[src/rtl/clk_div_pkg.sv]
// rtl/clk_div_pkg.sv - shared types, widths and helpers for the multi-channel clock divider
package clk_div_pkg;

    typedef enum logic [1:0] {
        OFF      = 2'd0,
        RUN      = 2'd1,
        STOPPING = 2'd2
    } state_t;

    // Lock counter is sized for the largest legal LOCK_CYCLES so any override fits.
    localparam int LOCK_CYCLES_MAX = 255;
    localparam int LOCK_W          = $clog2(LOCK_CYCLES_MAX + 1);

    function automatic int period_cycles(input int d);
        return 2 * (d + 1);
    endfunction

endpackage

[src/rtl/clk_div_multi_if.sv]
// rtl/clk_div_multi_if.sv - control and status bundle between a controller and clk_div_multi
interface clk_div_multi_if #(
    parameter int NUM_CH = 2,
    parameter int DIV_W  = 8
);
    logic [NUM_CH-1:0]       enable;
    logic [NUM_CH*DIV_W-1:0] div_in;
    logic [NUM_CH-1:0]       div_load;
    logic [NUM_CH-1:0]       div_ack;
    logic [NUM_CH-1:0]       clock_out;
    logic [NUM_CH-1:0]       tick_rise;
    logic [NUM_CH-1:0]       tick_fall;
    logic [NUM_CH-1:0]       locked;

    modport master (
        output enable, div_in, div_load,
        input  div_ack, clock_out, tick_rise, tick_fall, locked
    );

    modport slave (
        input  enable, div_in, div_load,
        output div_ack, clock_out, tick_rise, tick_fall, locked
    );
endinterface

[src/rtl/clk_div_chan.sv]
// rtl/clk_div_chan.sv - one divided-clock channel: FSM, phase counter, pending divisor, lock counter
module clk_div_chan
    import clk_div_pkg::*;
#(
    parameter int DIV_W       = 8,
    parameter int DIV_RESET   = 0,
    parameter int LOCK_CYCLES = 16
) (
    input  logic             clock_in,
    input  logic             resetb,
    input  logic             enable,
    input  logic [DIV_W-1:0] div_in,
    input  logic             div_load,
    output logic             div_ack,
    output logic             clock_out,
    output logic             tick_rise,
    output logic             tick_fall,
    output logic             locked
);

    localparam logic [LOCK_W-1:0] LOCK_MAX = LOCK_W'(LOCK_CYCLES);
    localparam logic [DIV_W-1:0]  D_RST    = DIV_W'(DIV_RESET);

    state_t             state, state_nxt;
    logic [DIV_W-1:0]   cnt, cnt_nxt;
    logic [DIV_W-1:0]   d_act, d_act_nxt;
    logic [DIV_W-1:0]   d_pend, d_pend_nxt;
    logic               pend, pend_nxt;
    logic [LOCK_W-1:0]  lock_cnt, lock_nxt;
    logic               clk_nxt, rise_nxt, fall_nxt, ack_nxt;
    logic               at_end, falling, apply;

    assign at_end  = (cnt == d_act);
    // A high-to-low toggle is the only point a running channel may change divisor.
    assign falling = (state != OFF) && clock_out && at_end;
    assign apply   = pend && ((state == OFF) || falling);
    assign locked  = (lock_cnt == LOCK_MAX);

    always_ff @(posedge clock_in or negedge resetb) begin
        if (!resetb) begin
            state     <= OFF;
            cnt       <= '0;
            d_act     <= D_RST;
            d_pend    <= '0;
            pend      <= 1'b0;
            lock_cnt  <= '0;
            clock_out <= 1'b0;
            tick_rise <= 1'b0;
            tick_fall <= 1'b0;
            div_ack   <= 1'b0;
        end else begin
            state     <= state_nxt;
            cnt       <= cnt_nxt;
            d_act     <= d_act_nxt;
            d_pend    <= d_pend_nxt;
            pend      <= pend_nxt;
            lock_cnt  <= lock_nxt;
            clock_out <= clk_nxt;
            tick_rise <= rise_nxt;
            tick_fall <= fall_nxt;
            div_ack   <= ack_nxt;
        end
    end

    always_comb begin
        state_nxt = state;
        case (state)
            OFF: begin
                if (enable) state_nxt = RUN;
            end
            RUN: begin
                if (!enable) begin
                    if (!clock_out || at_end) state_nxt = OFF;
                    else                      state_nxt = STOPPING;
                end
            end
            STOPPING: begin
                if (enable)      state_nxt = RUN;
                else if (at_end) state_nxt = OFF;
            end
            default: state_nxt = OFF;
        endcase
    end

    always_comb begin
        cnt_nxt    = cnt;
        d_act_nxt  = d_act;
        d_pend_nxt = d_pend;
        pend_nxt   = pend;
        lock_nxt   = lock_cnt;
        clk_nxt    = clock_out;
        rise_nxt   = 1'b0;
        fall_nxt   = 1'b0;
        ack_nxt    = 1'b0;

        if (apply) begin
            d_act_nxt = d_pend;
            pend_nxt  = 1'b0;
            ack_nxt   = 1'b1;
        end
        // A load coinciding with a boundary lands after the apply, so it waits for the next one.
        if (div_load) begin
            d_pend_nxt = div_in;
            pend_nxt   = 1'b1;
        end

        if (state_nxt == OFF) begin
            cnt_nxt  = '0;
            clk_nxt  = 1'b0;
            fall_nxt = falling;
            lock_nxt = '0;
        end else if (state == OFF) begin
            cnt_nxt = '0;
        end else if (at_end) begin
            cnt_nxt  = '0;
            clk_nxt  = !clock_out;
            rise_nxt = !clock_out;
            fall_nxt = clock_out;
            if (!clock_out && (lock_cnt != LOCK_MAX))
                lock_nxt = lock_cnt + LOCK_W'(1);
        end else begin
            cnt_nxt = cnt + DIV_W'(1);
        end

        if ((state_nxt == STOPPING) || apply)
            lock_nxt = '0;
    end

endmodule

[src/rtl/clk_div_multi.sv]
// rtl/clk_div_multi.sv - NUM_CH independent programmable 50%-duty clock dividers
module clk_div_multi #(
    parameter int NUM_CH      = 2,
    parameter int DIV_W       = 8,
    parameter int DIV_RESET   = 0,
    parameter int LOCK_CYCLES = 16
) (
    input  logic            clock_in,
    input  logic            resetb,
    clk_div_multi_if.slave  bus
);

    for (genvar i = 0; i < NUM_CH; i++) begin : g_chan
        clk_div_chan #(
            .DIV_W       (DIV_W),
            .DIV_RESET   (DIV_RESET),
            .LOCK_CYCLES (LOCK_CYCLES)
        ) u_chan (
            .clock_in  (clock_in),
            .resetb    (resetb),
            .enable    (bus.enable[i]),
            .div_in    (bus.div_in[i*DIV_W +: DIV_W]),
            .div_load  (bus.div_load[i]),
            .div_ack   (bus.div_ack[i]),
            .clock_out (bus.clock_out[i]),
            .tick_rise (bus.tick_rise[i]),
            .tick_fall (bus.tick_fall[i]),
            .locked    (bus.locked[i])
        );
    end

endmodule
[src/flat_wrapper.sv]
// flat-port wrapper written by rule: the top's interface ports become plain ports
module clk_div_multi_flat 
#(
    parameter int NUM_CH      = 2,
    parameter int DIV_W       = 8,
    parameter int DIV_RESET   = 0,
    parameter int LOCK_CYCLES = 16
)
  (clock_in, resetb, bus_enable, bus_div_in, bus_div_load, bus_div_ack, bus_clock_out, bus_tick_rise, bus_tick_fall, bus_locked);
  clk_div_multi_if #(.NUM_CH(NUM_CH), .DIV_W(DIV_W)) bus_i ();
  input  logic clock_in;
  input  logic resetb;
  input wire logic [$bits(bus_i.enable)-1:0] bus_enable;
  input wire logic [$bits(bus_i.div_in)-1:0] bus_div_in;
  input wire logic [$bits(bus_i.div_load)-1:0] bus_div_load;
  output wire logic [$bits(bus_i.div_ack)-1:0] bus_div_ack;
  output wire logic [$bits(bus_i.clock_out)-1:0] bus_clock_out;
  output wire logic [$bits(bus_i.tick_rise)-1:0] bus_tick_rise;
  output wire logic [$bits(bus_i.tick_fall)-1:0] bus_tick_fall;
  output wire logic [$bits(bus_i.locked)-1:0] bus_locked;
  assign bus_i.enable = bus_enable;
  assign bus_i.div_in = bus_div_in;
  assign bus_i.div_load = bus_div_load;
  assign bus_div_ack = bus_i.div_ack;
  assign bus_clock_out = bus_i.clock_out;
  assign bus_tick_rise = bus_i.tick_rise;
  assign bus_tick_fall = bus_i.tick_fall;
  assign bus_locked = bus_i.locked;
  clk_div_multi #(.NUM_CH(NUM_CH), .DIV_W(DIV_W), .DIV_RESET(DIV_RESET), .LOCK_CYCLES(LOCK_CYCLES)) u_core (.clock_in(clock_in), .resetb(resetb), .bus(bus_i));
endmodule
[config.mk]
export PLATFORM = sky130hd
export DESIGN_NAME = clk_div_multi_flat
export DESIGN_NICKNAME = d
export VERILOG_FILES = /design/src/rtl/clk_div_pkg.sv /design/src/rtl/clk_div_multi_if.sv /design/src/rtl/clk_div_chan.sv /design/src/rtl/clk_div_multi.sv /design/src/flat_wrapper.sv
export SDC_FILE = /design/constraint.sdc
export NUM_CORES = 1
export LEC_CHECK = 0
export CORE_MARGIN = 4
export CORE_UTILIZATION = 46
export CTS_BUF_LIST = sky130_fd_sc_hd__clkbuf_4
export DETAILED_ROUTE_END_ITERATION = 7
export GPL_ROUTABILITY_DRIVEN = 0
export PLACE_DENSITY = 0.66
export SYNTH_ARGS = -nofsm -noshare
export SYNTH_HDL_FRONTEND = slang
export SYNTH_HIERARCHICAL = 1
export SYNTH_SLANG_ARGS = --single-unit
[constraint.sdc]
create_clock -name clock_in -period 3.5 [get_ports clock_in]
set_clock_uncertainty 0.15 [all_clocks]
set_input_delay 0.7 -clock clock_in [delete_from_list [all_inputs] [get_ports clock_in]]
set_output_delay 0.7 -clock clock_in [all_outputs]
set_load 0.1 [all_outputs]
Yosys cells after proc, flatten, opt, wreduce, memory -nomap -nowiden
Index checks and enable logic that the tools add are counted.
{ "totals": {"regBits": 78, "in_bits": 22, "out_inout_bits": 10, "elab_cells": 126} }
{ "op_classes": {"addsub": 4, "n_eq_ne": 16, "n_mux": 52, "reduce_logical": 34} }
{ "ops": {"columns": ["cell", "n"], "rows": [
  ["$mux W8", 16],
  ["$add A8 B1 Y8 const B", 4],
  ["$mux W1", 24],
  ["$mux W2", 10],
  ["$eq A8 B5 Y1 const B", 2],
  ["$eq A8 B8 Y1", 2],
  ["$ne A8 B5 Y1 const B", 2],
  ["$pmux W2 S3", 2],
  ["$reduce_bool A2 Y1", 6],
  ["$reduce_bool A3 Y1", 4],
  ["$eq A2 B2 Y1 const B", 4],
  ["$logic_and A1 B1 Y1", 8],
  ["$logic_not A2 Y1", 4],
  ["$logic_or A1 B1 Y1", 6],
  ["$ne A3 B2 Y1 const B", 2],
  ["$reduce_and A3 Y1", 2],
  ["$eq A2 B1 Y1 const B", 2],
  ["$ne A2 B2 Y1 const B", 2],
  ["$reduce_and A2 Y1", 2],
  ["$logic_not A1 Y1", 2]
]} }

Logic depth before layout (Yosys ltp)
Gate-level depths: netlist of the first run.
{ "depth": {"depth_word": 9, "mapped_depth": 7} }

By module
The synthesis of the first run kept the hierarchy.
{ "by_module_without_submodules": {"columns": ["module", "instances", "cells_each", "area_each_um2", "seq_area_each_um2"], "rows": [
  ["clk_div_chan", 2, 152, 1811.7, 975.9]
]} }

Worst setup path after synthesis of the first run
No wires, ideal clock.
{ "synth_path": {"kind": "reg2reg", "start": "register u_core.g_chan[0].u_chan.lock_cnt[0]", "end": "register u_core.g_chan[0].u_chan.lock_cnt[1]", "setup_time_ps": 120, "arrival_time_ps": 2816, "t_required_ps": 3230, "slack_ps": 415, "stages_incl_launch_ff": 8, "n_path_buf": 0, "synth_period_minus_slack_ps": 3085, "path_cell_list": "dfrtp_1 inv_1 ha_1 or4b_4 nor4b_4 nor4b_2 mux2_1 and3_1"} }
{ "synth_via": {"elab_chain_cells": 6} }
{ "synth_lines": {"columns": ["item", "line_no", "text"], "rows": [
  ["start: declaration", "clk_div_chan.sv:29", "logic [LOCK_W-1:0] lock_cnt, lock_nxt;"],
  ["start signal: assignment", "clk_div_chan.sv:57", "lock_cnt <= lock_nxt;"],
  ["$add A8 B1 Y8", "clk_div_chan.sv:120", "lock_nxt = lock_cnt + LOCK_W'(1);"],
  ["$mux W8", "clk_div_chan.sv:119", "if (!clock_out && (lock_cnt != LOCK_MAX))"],
  ["$mux W8", "clk_div_chan.sv:114", "end else if (at_end) begin"],
  ["$mux W8", "clk_div_chan.sv:112", "end else if (state == OFF) begin"],
  ["$mux W8", "clk_div_chan.sv:107", "if (state_nxt == OFF) begin"],
  ["$mux W8", "clk_div_chan.sv:125", "if ((state_nxt == STOPPING) || apply)"]
]} }
Parallel ways exist; a longest one is shown, timed or not. The select of a mux whose other input is x is not followed.
A chain may end at the register's enable or synchronous reset.

Worst setup path in the final report of the first run
{ "layout_path": {"start": "register u_core.g_chan[1].u_chan.lock_cnt[0]", "end": "output port bus_locked[1]"} }
{ "layout_via": {"elab_chain_cells": 1} }
{ "layout_lines": {"columns": ["item", "line_no", "text"], "rows": [
  ["start: declaration", "clk_div_chan.sv:29", null],
  ["start signal: assignment", "clk_div_chan.sv:57", null],
  ["$eq A8 B5 Y1", "clk_div_chan.sv:37", "assign locked = (lock_cnt == LOCK_MAX);"],
  ["end: declaration", "flat_wrapper.sv:20", "output wire logic [$bits(bus_i.locked)-1:0] bus_locked;"]
]} }
Every way passes these cells.

==> run_results.csv, run 1 <==
group,metric,value,unit
run_status,outcome,"finished clean",
detailed_routing,vias,2357,
global_routing,grt-ovfl-total,0,
critical_path,path_class,"flip-flop to output pin",
logic_synthesis,yosys_register_bits,78,
finish,num-nets-final,369,
floorplanning,dieArea,9360,um2
logic_synthesis,syn_nets,332,
power_and_ir_drop,vdd_drop_max,0.317,mV
global_routing,grt_first_pass_wirelength,11500,um
timing,rsz0062_at_grt,"false",
timing,period_share,85.9,%
timing,finalSetupViolCount,0,
finish,syn_to_final_growth,15.6,%
global_routing,grtUsageTotal,14.9,%
cts,clkSinkCount,78,
detailed_routing,wl,6290,um
timing,finalMaxSlewViolations,0,
cts,holdBufCountCts,0,
critical_path,cp-start-kind,"flip-flop",
placement,numPortBuffers,31,
detailed_routing,drc,0,
logic_synthesis,syn_inst,304,
timing,worst_pin_slew,955,ps
power_and_ir_drop,power_density,447,nW/um2
finish,layout.cells.non_filler,448,
finish,antenna_cells,0,
critical_path,rr_worst_depth,5,
floorplanning,die_w,96.8,um
timing,finalSetupTns,0,ps
logic_synthesis,post-synth-top-area-cell,"dfrtp_1",
floorplanning,die_y,96.8,um
global_routing,antenna_found_initial,0,
timing,min_period,3010,ps
detailed_routing,postRouteAntennaNets,0,
cts,htree_levels,3,
detailed_routing,vias_per_cell,5.26,
critical_path,cp.arrival,2160,ps
logic_synthesis,synth_cell_types,30,
logic_synthesis,seq_area_frac_synth,53.9,%
cts,cts_tree,"built",
critical_path,end_kind,"output pin",
cts,clk_path_buf_depth,2,
cts,cts_root_buffer,"clkbuf_4",
logic_synthesis,syn_area,3620,um2
cts,clkSlewWorstSetupHoldPaths,120,ps
logic_synthesis,ys_warn_count,6,
finish,drive_gt1_share,20.8,%
detailed_routing,wl_per_cell,14.0,um
floorplanning,rows,32,
global_routing,grt_max_degree,79,
min_path,hp-class,"input pin to async pin",
power_and_ir_drop,finalPower,1.87,mW
detailed_routing,drt-pass1-iter-count,4,
flow_run,cap_violations,0,
logic_synthesis,synth-edff-count,0,
logic_synthesis,synth_top_area_share,53.9,%
logic_synthesis,async_reset_ff_share,100,%
timing,final-hold-violation-count,0,
timing,hold_ws,277,ps
placement,dp_cells,432,
critical_path,r2r_end,"u_core/g_chan[0].u_chan/d_act[4]",
global_routing,grt_pass1_vias,2391,
power_and_ir_drop,p_leak,1.91,nW
cts,postCtsResizedCells,0,
timing,slew_headroom,36.3,%
timing,setup_slack,492,ps
critical_path,rr_startpoint,"u_core/g_chan[0].u_chan/cnt[6]",
logic_synthesis,avgSynthCellArea,11.9,um2
critical_path,rrSetupSlack,1100,ps
cts,clock_latency,410,ps
logic_synthesis,synth_common_cells,"dfrtp_1 (78), mux2_2 (32), nor2_1 (26), xnor2_1 (26), and3_1 (24)",
critical_path,cp-startpoint,"u_core/g_chan[1].u_chan/lock_cnt[0]",
logic_synthesis,ys.flop_type,"dfrtp_1",
floorplanning,ios,32,
detailed_routing,drtIter0Drc,62,
critical_path,required,2650,ps
logic_synthesis,synth_area_leaders,"dfrtp_1 (54%), mux2_2 (9.9%), xnor2_1 (6.3%)",
placement,hpwl,4250,um
critical_path,cp-endpoint,"bus_locked[1]",
timing,timing.fmax,332,MHz
cts,cts_setup_buffers,0,
critical_path,worstPathMaxFanout,3,
logic_synthesis,synth_most_common_cell,"dfrtp_1",
cts,numCtsBuffers,9,
placement,place_ws,919,ps
floorplanning,initial_utilization,47.1,%
floorplanning,coreArea,7690,um2
## metal layers
layer | GRT usage (%) | routed length [um]
met5 | 0 | 0
met4 | 6.16 | 115
met3 | 3.68 | 221
met2 | 22.1 | 2870
met1 | 20.9 | 3090
## cells by family (layout without fill, tap and decap cells)
family | after synthesis | count (layout) | synth area share (%)
compound gates | 16 | 16 | 3.18
xor+xnor | 42 | 42 | 10.2
fa+ha+maj | 6 | 6 | 2.07
buf+inv | 18 | 60 | 1.86
flops | 78 | 78 | 53.9
mux | 36 | 36 | 11.1
simple gates | 108 | 108 | 17.7
## flip-flops by register name, summed over array words and instances, names as in the netlist
| signal | cells |
|---|---|
| u_core/g_chan.u_chan/cnt | 16 |
| u_core/g_chan.u_chan/tick_fall | 2 |
| u_core/g_chan.u_chan/d_pend | 16 |
| u_core/g_chan.u_chan/state | 4 |
| u_core/g_chan.u_chan/d_act | 16 |
| u_core/g_chan.u_chan/div_ack | 2 |
| u_core/g_chan.u_chan/tick_rise | 2 |
| u_core/g_chan.u_chan/pend | 2 |
| u_core/g_chan.u_chan/clock_out | 2 |
| u_core/g_chan.u_chan/lock_cnt | 16 |
## placed cells by master, fill, tap and decap left out, types with 14 or more instances in the layout
master           synthesis  final
dfrtp_1                 78     78
mux2_2                  32     32
xnor2_1                 26     26
nor2_1                  26     26
and3_1                  24     24
clkdlybuf4s50_1          0     20
xor2_1                  16     16
buf_4                    0     14
## metrics by stage
step | util [%] | instance area [um2]
finish | 54.5 | 4190
global route | 54.5 | 4190
CTS | 54.5 | 4190
detailed placement | 52.4 | 4030
global placement | 52.4 | 4030
floorplan | - | 3620
## power by group
part	total (mW)	switching, mW	internal (mW)
Combinational	0.252	0.126	0.126
Sequential	1.02	0.0483	0.972
Clock	0.600	0.304	0.297
## cell type report
type                    instances  area [um2]
multi-input cells             208        1600
repair buffers                 34         305
flip-flops and latches         78        1950
fillers                       684        3500
well taps                     102         128
inverters                      10        37.5
clock inverters                 6        86.3
clock buffers                  10        75.1
## worst max-delay path, stage by stage, from the launching register on
cell and delay [ps]:
dfrtp_1 410, inv_1 100, ha_1 140, or4b_4 470, nor4b_4 290, buf_4 350
## worst min-delay path by stage
| stage | start | endpoint | cells after the start |
|---|---|---|---|
| CTS | resetb | u_core/g_chan[1].u_chan/div_ack | 1 |
| floorplan | resetb | u_core/g_chan[0].u_chan/clock_out | 0 |
| global placement | u_core/g_chan[1].u_chan/pend | u_core/g_chan[1].u_chan/pend | 1 |
| detailed placement | u_core/g_chan[1].u_chan/pend | u_core/g_chan[1].u_chan/pend | 1 |
| global route | resetb | u_core/g_chan[1].u_chan/lock_cnt[1] | 1 |
| finish | resetb | u_core/g_chan[1].u_chan/clock_out | 1 |
No activity file was read; power rests on OpenSTA's default activity.
==> run 2, diff against run 1 <==
--- a/config.mk
+++ b/config.mk
@@ -10,7 +10,7 @@
 export CTS_BUF_LIST = sky130_fd_sc_hd__clkbuf_4
 export DETAILED_ROUTE_END_ITERATION = 7
 export GPL_ROUTABILITY_DRIVEN = 0
-export PLACE_DENSITY = 0.66
+export PLACE_DENSITY = 0.72
 export SYNTH_ARGS = -nofsm -noshare
 export SYNTH_HDL_FRONTEND = slang
 export SYNTH_HIERARCHICAL = 1
==> run_results.csv, run 2 (synthesis results as in run 1) <==
group,metric,value,unit
floorplanning,dieArea,9360,um2
cts,clkSlewWorstSetupHoldPaths,130,ps
cts,cts_tree,"built",
critical_path,critPathSlowestCell,"or4b_4",
finish,num-nets-final,366,
global_routing,grt-ovfl-total,0,
global_routing,groute.layer.met2.usage,22.6,%
detailed_routing,drt-pass1-iter-count,4,
detailed_routing,wl,6240,um
finish,syn_to_final_growth,15.0,%
timing,finalMaxSlewViolations,0,
power_and_ir_drop,vdd_drop_max,0.251,mV
timing,worst_pin_slew,962,ps
floorplanning,die_y,96.8,um
cts,clkSinkCount,78,
timing,period_share,87.0,%
timing,rsz0062_at_grt,"false",
flow_run,cap_violations,0,
cts,clock_latency,410,ps
cts,cts_setup_buffers,0,
run_status,outcome,"finished clean",
finish,final_common_cell,"dfrtp_1",
critical_path,worstPathMaxFanout,3,
cts,postCtsResizedCells,0,
power_and_ir_drop,finalPower,1.86,mW
floorplanning,ios,32,
global_routing,grt_max_degree,79,
cts,numCtsBuffers,9,
floorplanning,rows,32,
global_routing,gr-max-usage-layer,"met2",
critical_path,required,2650,ps
critical_path,crit_path_cell_trace,"inv_1 > ha_1 > or4b_4 > nor4b_4 > buf_4",
floorplanning,initial_utilization,47.1,%
timing,slew_headroom,35.8,%
timing,finalSetupTns,0,ps
timing,timing.fmax,328,MHz
global_routing,antenna_found_initial,0,
floorplanning,coreArea,7690,um2
cts,clk_path_buf_depth,2,
detailed_routing,drtIter0Drc,81,
timing,min_period,3050,ps
placement,numPortBuffers,31,
power_and_ir_drop,p_leak,1.89,nW
finish,fillerInstances,702,
min_path,hp-class,"input pin to async pin",
global_routing,grt_pass1_vias,2377,
cts,holdBufCountCts,0,
cts,htree_levels,3,
detailed_routing,wl_per_cell,14.0,um
finish,drive_gt1_share,20.1,%
detailed_routing,vias,2318,
critical_path,slowest_delay,470,ps
detailed_routing,postRouteAntennaNets,0,
finish,mostFrequentLayoutCells,"dfrtp_1 (78), mux2_2 (32), xnor2_1 (26), nor2_1 (26), and3_1 (24)",
global_routing,grt_use_met1,18.8,%
global_routing,globalRouteMet3Util,2.81,%
timing,finalSetupViolCount,0,
detailed_routing,drc,0,
global_routing,grtUsageTotal,14.3,%
global_routing,grt_first_pass_wirelength,11000,um
critical_path,cp.arrival,2200,ps
placement,hpwl,4260,um
critical_path,path_class,"flip-flop to output pin",
detailed_routing,vias_per_cell,5.21,
critical_path,cp-start-kind,"flip-flop",
critical_path,end_kind,"output pin",
finish,antenna_cells,0,
cts,cts_root_buffer,"clkbuf_4",
timing,final-hold-violation-count,0,
power_and_ir_drop,power_density,448,nW/um2
floorplanning,die_w,96.8,um
==> run 2: cell types whose count changed in the layout (fill, tap and decap cells not counted), sizes merged <==
| cell | change |
|---|---|
| buf | -3 |
==> run 2: worst paths after layout <==
kind | startpoint | to | slack [ps] | depth (start not counted)
min in group clock_in | u_core/g_chan[0].u_chan/d_pend[6] | u_core/g_chan[0].u_chan/d_act[6] | 360 | 1
worst max-delay path | u_core/g_chan[1].u_chan/lock_cnt[0] | bus_locked[1] | 450 | 5
worst max register to register | u_core/g_chan[0].u_chan/cnt[4] | u_core/g_chan[0].u_chan/d_act[4] | 1030 | 5
worst min register to register | u_core/g_chan[0].u_chan/d_pend[6] | u_core/g_chan[0].u_chan/d_act[6] | 360 | 1
worst min-delay path | resetb | u_core/g_chan[1].u_chan/lock_cnt[2] | 250 | 1
max in group asynchronous | resetb | u_core/g_chan[0].u_chan/cnt[3] | 2280 | 1
==> run 2: report_power, final <==
part,internal (mW),switching [mW]
combinational,0.120,0.122
clock,0.297,0.304
sequential,0.972,0.0494
==> run 2: critical path, delay by kind of cell, from the launching register on <==
kind | cells | cell delay (ps)
buffers and inverters | 2 | 450
adders and majority gates | 1 | 160
DFF | 1 | 410
and+or+nand+nor | 2 | 770
==> run 2: cell type report <==
cell class | count | area (um2) | area share [%]
inverters | 10 | 37.5 | 0.901
well taps | 102 | 128 | 3.06
clock inverters | 6 | 86.3 | 2.07
repair buffers | 31 | 283 | 6.79
flip-flops and latches | 78 | 1950 | 46.9
clock buffers | 10 | 75.1 | 1.80
multi-input cells | 208 | 1600 | 38.5
==> run 2: metrics by stage <==
step | hold WS [ps] | util [%] | area [um2] | instances | setup slack, ps
3_5_place_dp | 337 | 52.1 | 4000 | 429 | 897
2_1_floorplan | 254 | - | 3620 | 304 | 415
3_3_place_gp | 328 | 52.1 | 4000 | 429 | 967
6_report | 254 | 54.2 | 4170 | 445 | 453
4_1_cts | 290 | 54.2 | 4170 | 445 | 415
5_1_grt | 345 | 54.2 | 4170 | 445 | 315
==> run 2: layer usage <==
metal | wire length [um] | vias up
li1 | - | 1132
met1 | 3040 | 1138
met2 | 2880 | 40
met3 | 206 | 8
met4 | 112 | 0
met5 | 0 | -
==> run 3, diff against run 2 <==
--- a/config.mk
+++ b/config.mk
@@ -5,6 +5,8 @@
 export SDC_FILE = /design/constraint.sdc
 export NUM_CORES = 1
 export LEC_CHECK = 0
+export CAP_MARGIN = 40
+export CORE_ASPECT_RATIO = 0.7
 export CORE_MARGIN = 4
 export CORE_UTILIZATION = 46
 export CTS_BUF_LIST = sky130_fd_sc_hd__clkbuf_4
==> run_results.csv, run 3 (synthesis results as in run 1) <==
group,metric,value,unit
min_path,hp-class,"input pin to async pin",
timing,timing.fmax,332,MHz
cts,cts_tree,"built",
critical_path,crit_family,"simple AND/OR/NAND/NOR gates",
floorplanning,coreArea,7480,um2
cts,cts_root_buffer,"clkbuf_4",
placement,numPortBuffers,31,
global_routing,grt_use_met1,20.8,%
floorplanning,initial_utilization,48.4,%
critical_path,path_buf_inv,2,
detailed_routing,wl_per_cell,14.5,um
timing,rsz0062_at_grt,"false",
timing,finalSetupViolCount,0,
floorplanning,die_w,114,um
finish,mostFrequentLayoutCells,"dfrtp_1 (78), mux2_2 (32), xnor2_1 (26), nor2_1 (26), and3_1 (24)",
critical_path,worstPathMaxFanout,3,
global_routing,antenna_found_initial,0,
global_routing,groute.layer.met2.usage,24.6,%
timing,min_period,3010,ps
critical_path,end_kind,"output pin",
power_and_ir_drop,vdd_drop_max,0.268,mV
detailed_routing,drc,0,
global_routing,grt-ovfl-total,0,
placement,hpwl,4550,um
cts,clkSinkCount,78,
timing,finalMaxSlewViolations,0,
finish,num-nets-final,367,
power_and_ir_drop,p_leak,1.89,nW
cts,clock_latency,410,ps
detailed_routing,vias_per_cell,5.32,
power_and_ir_drop,finalPower,1.79,mW
detailed_routing,drt-pass1-iter-count,4,
cts,cts_setup_buffers,0,
finish,fillerInstances,667,
timing,worst_pin_slew,767,ps
global_routing,grt_max_degree,47,
floorplanning,ios,32,
critical_path,cp-start-kind,"flip-flop",
cts,clkSlewWorstSetupHoldPaths,120,ps
detailed_routing,postRouteAntennaNets,0,
power_and_ir_drop,power_density,430,nW/um2
flow_run,cap_violations,0,
cts,numCtsBuffers,9,
global_routing,grt_first_pass_wirelength,11500,um
cts,clk_path_buf_depth,2,
finish,syn_to_final_growth,14.9,%
critical_path,crit_path_cell_trace,"inv_1 > ha_1 > or4b_4 > nor4b_4 > buf_4",
global_routing,gr-max-usage-layer,"met2",
floorplanning,dieArea,9380,um2
critical_path,required,2650,ps
timing,final-hold-violation-count,0,
finish,antenna_cells,0,
timing,slew_headroom,48.9,%
timing,finalSetupTns,0,ps
detailed_routing,wl,6420,um
critical_path,path_class,"flip-flop to output pin",
critical_path,cp.arrival,2160,ps
cts,postCtsResizedCells,0,
detailed_routing,vias,2351,
detailed_routing,drtIter0Drc,188,
global_routing,globalRouteMet3Util,5.90,%
timing,period_share,86.0,%
global_routing,grtUsageTotal,15.6,%
finish,final_area,4160,um2
critical_path,slowest_delay,460,ps
cts,htree_levels,3,
global_routing,grt_pass1_vias,2396,
placement,placed_cell_area,4030,um2
floorplanning,die_y,82.3,um
finish,drive_gt1_share,20.1,%
floorplanning,rows,26,
critical_path,critPathSlowestCell,"or4b_4",
cts,holdBufCountCts,0,
run_status,outcome,"finished clean",
finish,final_common_cell,"dfrtp_1",
## run 3: cell count changes in the layout (fill, tap and decap cells not counted)
cell        delta
buf_16         +1
bufinv_16      -1
clkinv_1       +1
clkinv_2       -1
clkinvlp_4     +1
## run 3: through the flow
| step | cells | setup slack (ps) | util, % | hold WS, ps |
|---|---|---|---|---|
| CTS | 442 | 433 | 55.7 | 50.6 |
| floorplan | 304 | 415 | - | 254 |
| detailed placement | 426 | 929 | 53.8 | 340 |
| global placement | 425 | 953 | 53.4 | 332 |
| global route | 442 | 296 | 55.7 | 49.6 |
| finish | 442 | 491 | 55.7 | 68.5 |
## run 3: final cells by class
type	count	area, um2	area share, %
flip-flops and latches	78	1950	46.9
multi-input cells	208	1600	38.5
repair buffers	32	310	7.45
well taps	98	123	2.94
clock buffers	10	75.1	1.80
clock inverters	6	62.6	1.50
inverters	10	37.5	0.901
## run 3: worst reg2reg max path: cells and delay by family, from the launching register on
kind / cells / cell delay [ps]
AO/OA/AOI/OAI: 1 / 630
XOR/XNOR: 1 / 160
flip-flops: 1 / 470
multiplexers: 1 / 410
AND/OR/NAND/NOR: 2 / 530
## run 3: layer usage
metal	up-vias	wire length, um
li1	1140	-
met1	1162	3150
met2	45	2910
met3	4	312
met4	0	48
met5	-	0
## run 3: path summary, 6_finish.rpt
check,cells past startpoint,slack [ps],from,end
worst max-delay path,5,490,u_core/g_chan[1].u_chan/lock_cnt[0],bus_locked[1]
worst min-delay path,1,70,resetb,u_core/g_chan[0].u_chan/state[0]
worst max register to register,5,1060,u_core/g_chan[0].u_chan/cnt[5],u_core/g_chan[0].u_chan/d_act[3]
worst min register to register,1,350,u_core/g_chan[0].u_chan/cnt[0],u_core/g_chan[0].u_chan/cnt[0]
max in group asynchronous,2,2570,resetb,u_core/g_chan[1].u_chan/cnt[3]
min in group clock_in,1,350,u_core/g_chan[0].u_chan/cnt[0],u_core/g_chan[0].u_chan/cnt[0]
## run 3: power breakdown
group	leakage (nW)	switching [mW]	internal [mW]
Sequential	1.00	0.0482	0.972
Clock	0.0700	0.300	0.223
Combinational	0.817	0.126	0.123
Total	1.89	0.473	1.32
